File: config.mk
export PLATFORM = sky130hd
export DESIGN_NAME = crossy_game_ctrl
export DESIGN_NICKNAME = d
export VERILOG_FILES = /design/src/rtl/crossyroad_pkg.sv /design/src/rtl/crossy_lane_car.sv /design/src/rtl/crossy_game_ctrl.sv
export SDC_FILE = /design/constraint.sdc
export NUM_CORES = 1
export LEC_CHECK = 0
export CORE_MARGIN = 2
export CORE_UTILIZATION = 30
export DETAILED_ROUTE_END_ITERATION = 10
export HOLD_SLACK_MARGIN = 0.06
export REMOVE_ABC_BUFFERS = 1
export SYNTH_ARGS = -nofsm -noshare
export SYNTH_HDL_FRONTEND = slang
export SYNTH_SLANG_ARGS = --single-unit
export TNS_END_PERCENT = 30
File: constraint.sdc
create_clock -name clk -period 7.11 [get_ports clk]
set_input_delay 1.422 -clock clk [delete_from_list [all_inputs] [get_ports clk]]
set_output_delay 1.422 -clock clk [all_outputs]
set_load 0.05 [all_outputs]
File: src/rtl/crossyroad_pkg.sv
// crossyroad_pkg: shared definitions for the crossyroad game sequencer.
// Holds the game-state encoding, the coordinate width, the default visible
// width and the lane-direction rule used by every lane.
package crossyroad_pkg;

  localparam int COORD_W          = 10;
  localparam int H_ACTIVE_DEFAULT = 640;

  typedef enum logic [1:0] {
    IDLE = 2'd0,
    PLAY = 2'd1,
    HOP  = 2'd2,
    DEAD = 2'd3
  } game_state_t;

  // Odd lanes drive to the right, even lanes to the left.
  function automatic logic lane_moves_right(input int unsigned lane);
    return lane[0];
  endfunction

endpackage

File: src/rtl/crossy_lane_car.sv
// crossy_lane_car: one traffic lane's car position.
// Ports:
//   clk, sys_rst   clock, asynchronous active-low reset
//   level          current difficulty, added to the lane index for speed
//   frame_tick     one-cycle pulse per video frame; the car moves on it
//   freeze         holds the car still (player is dead)
//   x              car left edge in pixels, 0..H_ACTIVE-1
//   overlap        the position being loaded this cycle overlaps the player
//                  column, so the controller can react on the same edge
module crossy_lane_car
  import crossyroad_pkg::*;
#(
  parameter int LANE     = 1,
  parameter int H_ACTIVE = H_ACTIVE_DEFAULT,
  parameter int PLAYER_X = 304,
  parameter int PLAYER_W = 32,
  parameter int CAR_W    = 64
) (
  input  logic               clk,
  input  logic               sys_rst,
  input  logic [2:0]         level,
  input  logic               frame_tick,
  input  logic               freeze,
  output logic [COORD_W-1:0] x,
  output logic               overlap
);

  localparam logic [10:0]        H_ACT11 = 11'(H_ACTIVE);
  localparam logic [10:0]        HIT_LO  = 11'(PLAYER_X);
  localparam logic [10:0]        HIT_HI  = 11'(PLAYER_X + PLAYER_W);
  localparam logic [10:0]        CAR_W11 = 11'(CAR_W);
  localparam logic [COORD_W-1:0] X_RESET = COORD_W'(((LANE - 1) * 128) % H_ACTIVE);

  logic [10:0] speed;
  logic [10:0] x_ext;
  logic [10:0] sum;
  logic [10:0] x_nxt11;

  // Wrap arithmetic is done on 11 bits so x+speed never overflows before
  // the modulus is applied.
  always_comb begin
    speed   = 11'(LANE) + {8'd0, level};
    x_ext   = {1'b0, x};
    sum     = x_ext + speed;
    x_nxt11 = x_ext;
    if (frame_tick && !freeze) begin
      if (lane_moves_right(LANE)) begin
        x_nxt11 = (sum >= H_ACT11) ? sum - H_ACT11 : sum;
      end else begin
        x_nxt11 = (x_ext >= speed) ? x_ext - speed : x_ext + H_ACT11 - speed;
      end
    end
    overlap = (x_nxt11 < HIT_HI) && ((x_nxt11 + CAR_W11) > HIT_LO);
  end

  always_ff @(posedge clk or negedge sys_rst) begin
    if (!sys_rst) begin
      x <= X_RESET;
    end else begin
      x <= x_nxt11[COORD_W-1:0];
    end
  end

endmodule

File: src/rtl/crossy_game_ctrl.sv
// crossy_game_ctrl: per-frame game sequencer for the crossyroad VGA demo.
// Owns the player row, hop animation, lane cars, collision, score and level.
// Ports:
//   clk, sys_rst   clock, asynchronous active-low reset
//   move           raw player button (asynchronous, synchronised here)
//   frame_tick     one-cycle pulse per video frame
//   player_row     0 start row, 1..NUM_LANES lanes, NUM_LANES+1 goal row
//   hop_phase      remaining hop frames, 0 when not hopping
//   car_x          packed car x, lane i at bits [10*i-1 : 10*(i-1)]
//   score, level   goals reached (sat 255) and difficulty (sat 7)
//   game_state     IDLE=0 PLAY=1 HOP=2 DEAD=3
//   dead           high while in DEAD
// Build option: define CROSSY_GODMODE_EN to disable collisions entirely.
module crossy_game_ctrl
  import crossyroad_pkg::*;
#(
  parameter int NUM_LANES   = 4,
  parameter int H_ACTIVE    = H_ACTIVE_DEFAULT,
  parameter int PLAYER_X    = 304,
  parameter int PLAYER_W    = 32,
  parameter int CAR_W       = 64,
  parameter int HOP_FRAMES  = 8,
  parameter int DEAD_FRAMES = 120
) (
  input  logic                         clk,
  input  logic                         sys_rst,
  input  logic                         move,
  input  logic                         frame_tick,
  output logic [2:0]                   player_row,
  output logic [3:0]                   hop_phase,
  output logic [NUM_LANES*COORD_W-1:0] car_x,
  output logic [7:0]                   score,
  output logic [2:0]                   level,
  output logic [1:0]                   game_state,
  output logic                         dead
);

  localparam logic [2:0] GOAL_ROW = 3'(NUM_LANES + 1);

  game_state_t state, state_nxt;
  logic [2:0] row_nxt;
  logic [3:0] phase_nxt;
  logic [7:0] score_nxt;
  logic [2:0] level_nxt;
  logic [7:0] dead_cnt, dead_cnt_nxt;
  logic       move_pend, pend_nxt;
  logic       move_meta, move_sync, move_prev;
  logic       move_edge;
  logic       hit;
  logic       cars_frozen;
  logic [NUM_LANES-1:0] lane_overlap;

  assign move_edge   = move_sync & ~move_prev;
  assign cars_frozen = (state == DEAD);
  assign game_state  = state;

`ifdef CROSSY_GODMODE_EN
  assign dead = 1'b0;
`else
  assign dead = (state == DEAD);
`endif

  for (genvar g = 0; g < NUM_LANES; g++) begin : g_lane
    crossy_lane_car #(
      .LANE     (g + 1),
      .H_ACTIVE (H_ACTIVE),
      .PLAYER_X (PLAYER_X),
      .PLAYER_W (PLAYER_W),
      .CAR_W    (CAR_W)
    ) u_lane (
      .clk        (clk),
      .sys_rst    (sys_rst),
      .level      (level),
      .frame_tick (frame_tick),
      .freeze     (cars_frozen),
      .x          (car_x[COORD_W*g +: COORD_W]),
      .overlap    (lane_overlap[g])
    );
  end

  // Button synchroniser; move_prev gives a single edge per press.
  always_ff @(posedge clk or negedge sys_rst) begin
    if (!sys_rst) begin
      move_meta <= 1'b0;
      move_sync <= 1'b0;
      move_prev <= 1'b0;
    end else begin
      move_meta <= move;
      move_sync <= move_meta;
      move_prev <= move_sync;
    end
  end

  // Next-state logic. An edge arriving with frame_tick counts as pending.
  // The collision check runs last so it overrides every other transition,
  // and it looks at the row being loaded this edge.
  always_comb begin
    state_nxt    = state;
    row_nxt      = player_row;
    phase_nxt    = hop_phase;
    score_nxt    = score;
    level_nxt    = level;
    dead_cnt_nxt = dead_cnt;
    pend_nxt     = move_pend;
    hit          = 1'b0;

    unique case (state)
      IDLE: begin
        pend_nxt = 1'b0;
        if (move_edge) begin
          state_nxt = PLAY;
          score_nxt = 8'd0;
          level_nxt = 3'd0;
        end
      end
      PLAY: begin
        pend_nxt = move_pend | move_edge;
        if (frame_tick && (move_pend || move_edge)) begin
          state_nxt = HOP;
          row_nxt   = player_row + 3'd1;
          phase_nxt = 4'(HOP_FRAMES - 1);
          pend_nxt  = 1'b0;
        end
      end
      HOP: begin
        pend_nxt = 1'b0;
        if (frame_tick) begin
          if (hop_phase == 4'd0) begin
            state_nxt = PLAY;
            if (player_row == GOAL_ROW) begin
              score_nxt = (score == 8'hFF) ? score : score + 8'd1;
              level_nxt = (level == 3'd7) ? level : level + 3'd1;
              row_nxt   = 3'd0;
            end
          end else begin
            phase_nxt = hop_phase - 4'd1;
          end
        end
      end
      DEAD: begin
        pend_nxt = 1'b0;
        if (frame_tick) begin
          if (dead_cnt <= 8'd1) begin
            state_nxt    = IDLE;
            row_nxt      = 3'd0;
            dead_cnt_nxt = 8'd0;
          end else begin
            dead_cnt_nxt = dead_cnt - 8'd1;
          end
        end
      end
      default: state_nxt = IDLE;
    endcase

`ifndef CROSSY_GODMODE_EN
    if (frame_tick && (state == PLAY || state == HOP)) begin
      for (int i = 1; i <= NUM_LANES; i++) begin
        if (row_nxt == 3'(i) && lane_overlap[i-1]) hit = 1'b1;
      end
    end
`endif

    if (hit) begin
      state_nxt    = DEAD;
      dead_cnt_nxt = 8'(DEAD_FRAMES);
      pend_nxt     = 1'b0;
      phase_nxt    = 4'd0;
    end
  end

  always_ff @(posedge clk or negedge sys_rst) begin
    if (!sys_rst) begin
      state      <= IDLE;
      player_row <= 3'd0;
      hop_phase  <= 4'd0;
      score      <= 8'd0;
      level      <= 3'd0;
      dead_cnt   <= 8'd0;
      move_pend  <= 1'b0;
    end else begin
      state      <= state_nxt;
      player_row <= row_nxt;
      hop_phase  <= phase_nxt;
      score      <= score_nxt;
      level      <= level_nxt;
      dead_cnt   <= dead_cnt_nxt;
      move_pend  <= pend_nxt;
    end
  end

endmodule

After elaboration in Yosys (flattened, before gate mapping)
Cells that the tools add are included.

Register bits after elaboration: 72. Bits of input ports: 4. Output and inout bits: 61. Logic and storage cells: 154.

Add/sub/neg operators: 23. Magnitude comparators: 13. Eq/ne operators: 23. Multiplexer cells: 52. Bitwise operators: 3. Reduce and logical (&&, ||, !) cells: 26.

Operators by type and width (number): $mux W11 (8); $mux W8 (9); $add A11 B7 Y11 const B (4); $gt A11 B9 Y1 const B (4); $lt A11 B9 Y1 const B (4); $mux W3 (11); $add A10 B10 Y11 const B (2); $add A10 B11 Y11 (2); $ge A10 B11 Y1 (2); $ge A11 B10 Y1 const B (2); $sub A10 B11 Y11 (2); $sub A11 B10 Y11 const B (2); $sub A11 B11 Y11 (2); $ne A3 B3 Y1 const B (7); $reduce_and A6 Y1 (3); $mux W4 (4); $pmux W8 S2 (1); $mux W2 (7); $ne A2 B2 Y1 const B (6); $logic_and A1 B1 Y1 (11); $eq A3 B3 Y1 const B (3); $pmux W3 S3 (1); $add A2 B3 Y4 const A (2); $add A8 B1 Y8 const B (1); other kinds (28) (40).

Logic depth before layout (Yosys ltp)
Gate-level depths: netlist (run 1).

Depth in word-level cells: 16. Mapped depth: 27.

Modules after synthesis
A second synthesis (run 1) with hierarchy kept.

Cell total of the unflattened synthesis: 728. Area, all modules: 6528.8 um^2.

Modules (own cells, without submodules): crossy_game_ctrl (times used 1, cells an instance 194, area an instance 1955.6 um^2); crossy_lane_car at g_lane[1].u_lane (times used 1, cells an instance 171, area an instance 1421.4 um^2); crossy_lane_car at g_lane[3].u_lane (times used 1, cells an instance 165, area an instance 1386.3 um^2); crossy_lane_car at g_lane[2].u_lane (times used 1, cells an instance 106, area an instance 963.4 um^2); crossy_lane_car at g_lane[0].u_lane (times used 1, cells an instance 92, area an instance 802.0 um^2).

Least setup slack after synthesis (run 1)
Ideal clock, no wire load.

Path type: register to register. Start: register level[1]. End: register state[0], in the netlist game_state[0]. Data arrival time: 5484 ps. Required time: 6984 ps. Slack: 1500 ps. Stages on the path, launching flop included: 21. Buffers on the path: 0. Period minus slack after synthesis: 5610 ps. Cells stage by stage: dfrtp_1 > inv_1 > ha_1 > ha_1 > a211o_1 > a21oi_2 > nor2_1 > xnor2_1 > ha_1 > or4_1 > a21oi_1 > a211oi_1 > o21ai_0 > ha_1 > inv_1 > or4_1 > o31ai_1 > o31ai_1 > nand4bb_1 > a41oi_2 > a221o_2.

Word-level cells in the longest chain between the ends: 16. Elaborated cells between the ends (all ways): 57. Those cells by class: add/sub: 16; order compare: 12; eq/ne: 6; mux: 14; reduce/logical: 9.

RTL lines: start, declared (RTL line crossy_game_ctrl.sv:33) `output logic [2:0] level,`; start signal, assigned (RTL line crossy_game_ctrl.sv:185) `level <= level_nxt;`; $add A1 B3 Y4 * (RTL line crossy_lane_car.sv:42) `speed = 11'(LANE) + {8'd0, level};`; $add A10 B11 Y11 * (RTL line crossy_lane_car.sv:44) `sum = x_ext + speed;`; $sub A11 B10 Y11 / $ge A11 B10 Y1 (equally long branches) (RTL line crossy_lane_car.sv:48) `x_nxt11 = (sum >= H_ACT11) ? sum - H_ACT11 : sum;`; $mux W11 * (RTL line crossy_lane_car.sv:48); $mux W11 * (RTL line crossy_lane_car.sv:46) `if (frame_tick && !freeze) begin`; net g_lane[0].u_lane.x_nxt11[7] (RTL line crossy_lane_car.sv:37) `logic [10:0] x_nxt11;`; $add A11 B7 Y11 (RTL line crossy_lane_car.sv:53) `overlap = (x_nxt11 < HIT_HI) && ((x_nxt11 + CAR_W11) > HIT_LO);`; $gt A11 B9 Y1 (RTL line crossy_lane_car.sv:53); $logic_and A1 B1 Y1 * (RTL line crossy_lane_car.sv:53); $logic_and A1 B1 Y1 * (RTL line crossy_game_ctrl.sv:158) `if (row_nxt == 3'(i) && lane_overlap[i-1]) hit = 1'b1;`; $mux W1 * (4 in a row) (RTL line crossy_game_ctrl.sv:158); $mux W1 * (RTL line crossy_game_ctrl.sv:156) `if (frame_tick && (state == PLAY || state == HOP)) begin`; $ne A3 B3 Y1 (no source line); $reduce_and A6 Y1 (no source line); end signal, assigned (RTL line crossy_game_ctrl.sv:181) `state <= state_nxt;`; end, declared (RTL line crossy_game_ctrl.sv:40) `game_state_t state, state_nxt;`.

The timed path passes the listed nets; every way through them passes the cells marked *. A chain may end at the register's enable or synchronous reset.

Worst setup path after layout (run 1)
Ends and elaborated chain as after synthesis.

==> flow_metrics.py, run 1 <==
metrics = {
    "clock_tree": {
        "cts_setup_buffers": 0,
        "clk_latency_ps": 340,
        "clk_pin_slew_ps": 60,
        "root_buffer": "clkbuf_16",
        "ctsHoldBuffers": 0,
        "htree_levels": 3,
        "cts_buffers": 9,
        "clockBufferDepth": 2,
        "cts_resized": 0,
        "cts.sinks": 72,
        "tritoncts": "built",
    },
    "synthesis": {
        "yosys-top-cells-area": "dfrtp_1 (25%), ha_1 (14%), nand2_1 (4.2%)",
        "synth_cell_types": 83,
        "synth_cells": 801,
        "synthArstFlopShare_pct": 100.0,
        "yosysTopAreaCell": "dfrtp_1",
        "synth_area_per_cell_um2": 8.429,
        "synth_top_area_share_pct": 25.20,
        "ys_ff_latch": 72,
        "syn_area_um2": 6751,
        "ys.flop_type": "dfrtp_1",
        "synth_edf_count": 0,
        "synth_warnings": 0,
        "seq_area_frac_synth_pct": 26.76,
    },
    "place": {
        "place_congestion": 0.8776,
        "place_inst": 1121,
        "pre_cts_ws_ps": 906.3,
        "io_buffers": 64,
        "dp_hpwl_um": 13460,
    },
    "status": {
        "status": "complete, no violations",
    },
    "setup_path": {
        "critPathMaxFanout": 14,
        "max_stage_delay_ps": 530,
        "crit_buf_inv": 2,
        "arrival_ps": 6530,
        "cp_top_family": "compound AO/OA/AOI/OAI gates",
        "crit_chain": "inv_1, ha_1, fa_1, a211oi_2, nor2_1, a21boi_0, ha_1, nor2b_1, a32o_1, o31ai_1, a211oi_1, o21ai_0, ha_1, inv_1, or4_1, o31ai_1, o31ai_1, nand4bb_1, a41oi_2, a221o_2",
        "critPathSlowestCell": "or4_1",
        "critical_path_class": "reg -> reg",
        "crit_required_ps": 7340,
        "cp-end-kind": "flip-flop",
        "critPathLaunchType": "flip-flop",
    },
    "final_layout": {
        "fin_util_pct": 36.03,
        "fin_nets": 941,
        "fillerInstances": 2221,
        "final_layout_size_suffix_gt1_share_pct": 5.718,
        "n_antenna_cell": 0,
        "syn2layout_area_growth_pct": 17.20,
        "final_cell_count_no_fill": 1137,
    },
    "routing": {
        "via_count": 6058,
        "drt-total-wl_um": 17850,
        "remaining_drc_errors": 0,
        "first_pass_iters": 5,
        "drtIter0Drc": 344,
        "routed_via_density": 5.328,
        "routedWlPerCell_um": 15.70,
        "ant_nets": 0,
    },
    "sta": {
        "maxSlewViolCount": 0,
        "fmax_mhz": 158.7,
        "slew_headroom_pct": 35.02,
        "fin_crit_ps": 6301,
        "skew_ps": 3.649,
        "tightest_slew_ps": 974.6,
        "fin_crit_sh_pct": 88.63,
        "fin_ws_ps": 808.6,
        "tns_ps": 0,
        "rsz0062_at_grt": "false",
        "finalHoldViolCount": 0,
        "setup_viol": 0,
    },
    "die": {
        "io_pins": 65,
        "core_um2": 21960,
        "dieHeight_um": 154.0,
        "dieArea_um2": 23720,
        "die_w_um": 154.0,
        "rows": 54,
        "start_util_pct": 30.75,
    },
    "global_route": {
        "overflow": 0,
        "grt_start_max_net_pins": 73,
        "grt_pass1_vias": 5841,
        "grt_pass1_wl_um": 30180,
        "antenna_found_initial": 0,
        "grt.total_usage_pct": 15.43,
    },
    "run": {
        "cap_violations": 0,
    },
    "min_path": {
        "hp-class": "reg -> reg",
    },
    "power_and_ir_drop": {
        "power_density_nw_per_um2": 485.9,
        "ir_worst_vdd_v": 0.0001671,
        "power_w": 0.003845,
        "p_leak_nw": 3.203,
    },
}
stage by stage:
| step | area (um^2) | hold WS (ps) |
|---|---|---|
| 3_5_place_dp | 7645 | 340.1 |
| 5_1_grt | 7913 | 356.5 |
| 2_1_floorplan | 6621 | 331.2 |
| 6_report | 7913 | 351.3 |
| 3_3_place_gp | 7645 | 341.0 |
| 4_1_cts | 7913 | 354.2 |
Yosys cell counts (5+ instances only):
library cell / instances
nand2b_1: 17
buf_2: 5
a21o_1: 12
or3_1: 5
mux2i_1: 5
o21ai_0: 50
nor2_1: 56
o311ai_0: 5
nand3_1: 28
or4_1: 6
o22ai_1: 6
nand3b_1: 5
o31ai_1: 11
o211ai_1: 18
nand4_1: 14
a22o_1: 6
o21bai_1: 5
nor4b_1: 5
nand2_1: 75
a21oi_1: 37
xnor2_1: 21
ha_1: 75
nor4_1: 10
clkbuf_1: 17
a31oi_1: 10
nor3b_1: 6
nor3_1: 25
xor2_1: 11
fa_1: 10
a211oi_1: 13
inv_1: 60
or2_2: 5
dfrtp_1: 68
nor2b_1: 14
report_power, final:
| part | internal [W] | switching, W |
|---|---|---|
| combinational | 0.000972 | 0.00164 |
| sequential | 0.000569 | 0.000238 |
| clock | 0.000245 | 0.000180 |
layout by cell type (no fill, tap or decap), types with 9 or more instances in the layout:
cell             Yosys  routed
a211oi_1            13      13
a21o_1              12      12
a21oi_1             37      37
a31oi_1             10      10
clkbuf_16            0       9
clkdlybuf4s50_1      0      63
dfrtp_1             68      68
fa_1                10      10
ha_1                75      75
inv_1               60      60
nand2_1             75      75
nand2b_1            17      16
nand3_1             28      28
nand4_1             14      14
nor2_1              56      56
nor2b_1             14      13
nor3_1              25      25
nor4_1              10      10
o211ai_1            18      18
o21ai_0             50      50
o31ai_1             11      11
xnor2_1             21      21
xor2_1              11      11
logic make-up after synthesis:
group                      after synthesis  synth area share, %
and+or+nand+nor                        289                22.00
AOI/OAI and AO/OA                      225                23.33
buffers and inverters                   88                5.263
adders and majority gates               85                16.86
DFF                                     72                26.76
xor gates and xnor gates                32                4.151
muxes                                   10                1.631
final timing paths:
path,start,slack [ps],end,depth (start not counted)
max,level[1],810,game_state[0],20
min,move_meta,350,move_sync,0
max reg2reg,level[1],810,game_state[0],20
min reg2reg,move_meta,350,move_sync,0
max in group asynchronous,sys_rst,5250,g_lane[2].u_lane.x[1],1
min in group asynchronous,sys_rst,1220,score[3],1
flip-flops by register name, summed over array words and instances (netlist names), 2 cells and up:
name / cells
player_row: 3
g_lane.u_lane.x: 40
hop_phase: 4
game_state: 2
score: 8
level: 3
dead_cnt: 8
routing by layer:
metal / vias up / share of wire, % / track usage, %
met4: 0 / 1.4 / 4.272
met3: 18 / 3.5 / 2.114
met5: - / 0 / 0
met1: 2876 / 49 / 21.39
li1: 3048 / - / -
met2: 116 / 47 / 25.18
area by class of cell:
class / count / area [um^2] / share of cell area (%)
multi-input combinational: 641 / 4594 / 58.06
sequential: 72 / 1807 / 22.83
timing repair buffer: 68 / 668.1 / 8.444
tap: 280 / 350.3 / 4.428
clock buffer: 13 / 250.2 / 3.163
inverter: 60 / 225.2 / 2.846
clock inverter: 3 / 17.52 / 0.2214
Note: power is estimated with default switching activity, not from simulation.
==> run 2: changes to the inputs <==
- clock period: 7.11 -> 6.1 ns (I/O delays scaled with it)
==> flow_metrics.py, run 2 (synthesis results as in run 1) <==
metrics = {
    "clock_tree": {
        "clockBufferDepth": 2,
        "htree_levels": 3,
        "cts_buffers": 9,
        "clk_latency_ps": 350,
        "cts_setup_buffers": 0,
        "tritoncts": "built",
        "cts.sinks": 72,
        "root_buffer": "clkbuf_16",
        "clk_pin_slew_ps": 60,
    },
    "sta": {
        "rsz0062_at_grt": "false",
        "slew_headroom_pct": 34.79,
        "skew_ps": 6.990,
        "fmax_mhz": 175.3,
        "setup_viol": 0,
        "finalHoldViolCount": 0,
        "tightest_slew_ps": 978.2,
        "fin_crit_sh_pct": 93.51,
        "fin_crit_ps": 5704,
        "tns_ps": 0,
        "maxSlewViolCount": 0,
    },
    "die": {
        "start_util_pct": 30.75,
        "core_um2": 21960,
        "dieHeight_um": 154.0,
        "rows": 54,
        "io_pins": 65,
        "die_w_um": 154.0,
        "dieArea_um2": 23720,
    },
    "final_layout": {
        "fin_util_pct": 36.44,
        "fin_nets": 948,
        "layout_common_cells": "nand2_1 (75), ha_1 (75), dfrtp_1 (68), clkdlybuf4s50_1 (63), inv_1 (60)",
        "reg.largest.list": "g_lane.u_lane.x x40, dead_cnt x8, score x8",
        "largest_reg_flops": 40,
        "largest_register": "g_lane.u_lane.x",
        "final_layout_size_suffix_gt1_share_pct": 6.944,
        "syn2layout_area_growth_pct": 18.51,
        "n_antenna_cell": 0,
    },
    "routing": {
        "remaining_drc_errors": 0,
        "routed_via_density": 5.388,
        "routedWlPerCell_um": 16.21,
        "first_pass_iters": 5,
        "ant_nets": 0,
        "drt-total-wl_um": 18550,
        "drtIter0Drc": 496,
        "via_count": 6164,
    },
    "run": {
        "cap_violations": 0,
    },
    "global_route": {
        "overflow": 0,
        "grt_pass1_wl_um": 30920,
        "antenna_found_initial": 0,
        "grt.total_usage_pct": 15.88,
        "grt_pass1_vias": 5937,
        "grt_start_max_net_pins": 73,
    },
    "setup_path": {
        "cp-end-kind": "flip-flop",
        "arrival_ps": 5940,
        "critPathLaunchType": "flip-flop",
        "cp-endpoint": "game_state[0]",
        "crit_start": "level[0]",
        "reg2reg_depth": 20,
        "r2r_slack_ps": 400,
        "crit_required_ps": 6330,
        "critPathMaxFanout": 10,
        "timing.rr.end": "game_state[0]",
        "r2r-start": "level[0]",
        "critical_path_class": "reg -> reg",
    },
    "power_and_ir_drop": {
        "power_w": 0.004527,
        "ir_worst_vdd_v": 0.0002709,
        "power_density_nw_per_um2": 565.8,
        "p_leak_nw": 3.242,
    },
    "status": {
        "status": "complete, no violations",
    },
    "place": {
        "dp_hpwl_um": 13940,
        "place_congestion": 0.9406,
        "io_buffers": 64,
    },
    "min_path": {
        "hp-class": "reg -> reg",
        "holdPathStages": 0,
    },
}
-- run 2: critical path, cell delays in order, from the launching register on --
cell	delay, ps
dfrtp_1	440
inv_1	140
ha_1	410
ha_1	340
a211o_1	380
a21oi_4	280
nor2_1	130
xnor2_1	150
ha_1	300
or4_1	570
a21oi_1	220
a211oi_1	80
o21ai_1	250
ha_1	230
inv_1	70
or4_1	520
o31ai_1	200
o31ai_1	100
nand4bb_1	130
a41oi_2	220
a221o_2	420
-- run 2: layer usage --
layer  vias to the layer above  part of all wire [%]  track usage (%)
met5                         -                     0                0
met3                        32                   3.7            2.537
li1                       3049                     -                -
met1                      2956                    48            21.89
met2                       127                    46            25.35
met4                         0                   2.0            5.296
-- run 2: what timing repair did --
item | in CTS | in global routing
gates resized for setup | 0 | 7
hold buffers | 0 | 0
endpoints found under the setup margin | 0 | 14
-- run 2: cell type report --
| type | instances | area [um^2] |
|---|---|---|
| Timing Repair Buffer | 75 | 720.7 |
| Clock inverter | 6 | 45.04 |
| Clock buffer | 10 | 229.0 |
| Inverter | 60 | 225.2 |
| Fill cell | 2241 | 13960 |
| Multi-Input combinational cell | 641 | 4624 |
| Tap cell | 280 | 350.3 |
| Sequential cell | 72 | 1807 |
-- run 2: report_power, final --
group	switching, W	internal, W
sequential	0.000282	0.000663
clock	0.000224	0.000277
combinational	0.00193	0.00115
-- run 2: worst min-delay path by stage --
stage	from	slack, ps	endpoint
after CTS	move_meta	350	move_sync
after global routing	move_meta	360	move_sync
final	move_meta	350	move_sync
after detailed placement	move_meta	340	move_sync
after global placement	move_meta	340	move_sync
after floorplan	move_meta	330	move_sync
-- run 2: through the flow --
step | instance area, um^2 | setup slack (ps) | cells | hold WS [ps]
global placement | 7697 | 398.3 | 1128 | 339.3
global route | 8001 | 6.971 | 1144 | 358.0
floorplan | 6621 | 314.0 | 773 | 331.2
detailed placement | 7697 | 164.6 | 1128 | 337.0
finish | 8001 | 395.6 | 1144 | 347.7
CTS | 7971 | 143.1 | 1144 | 351.2
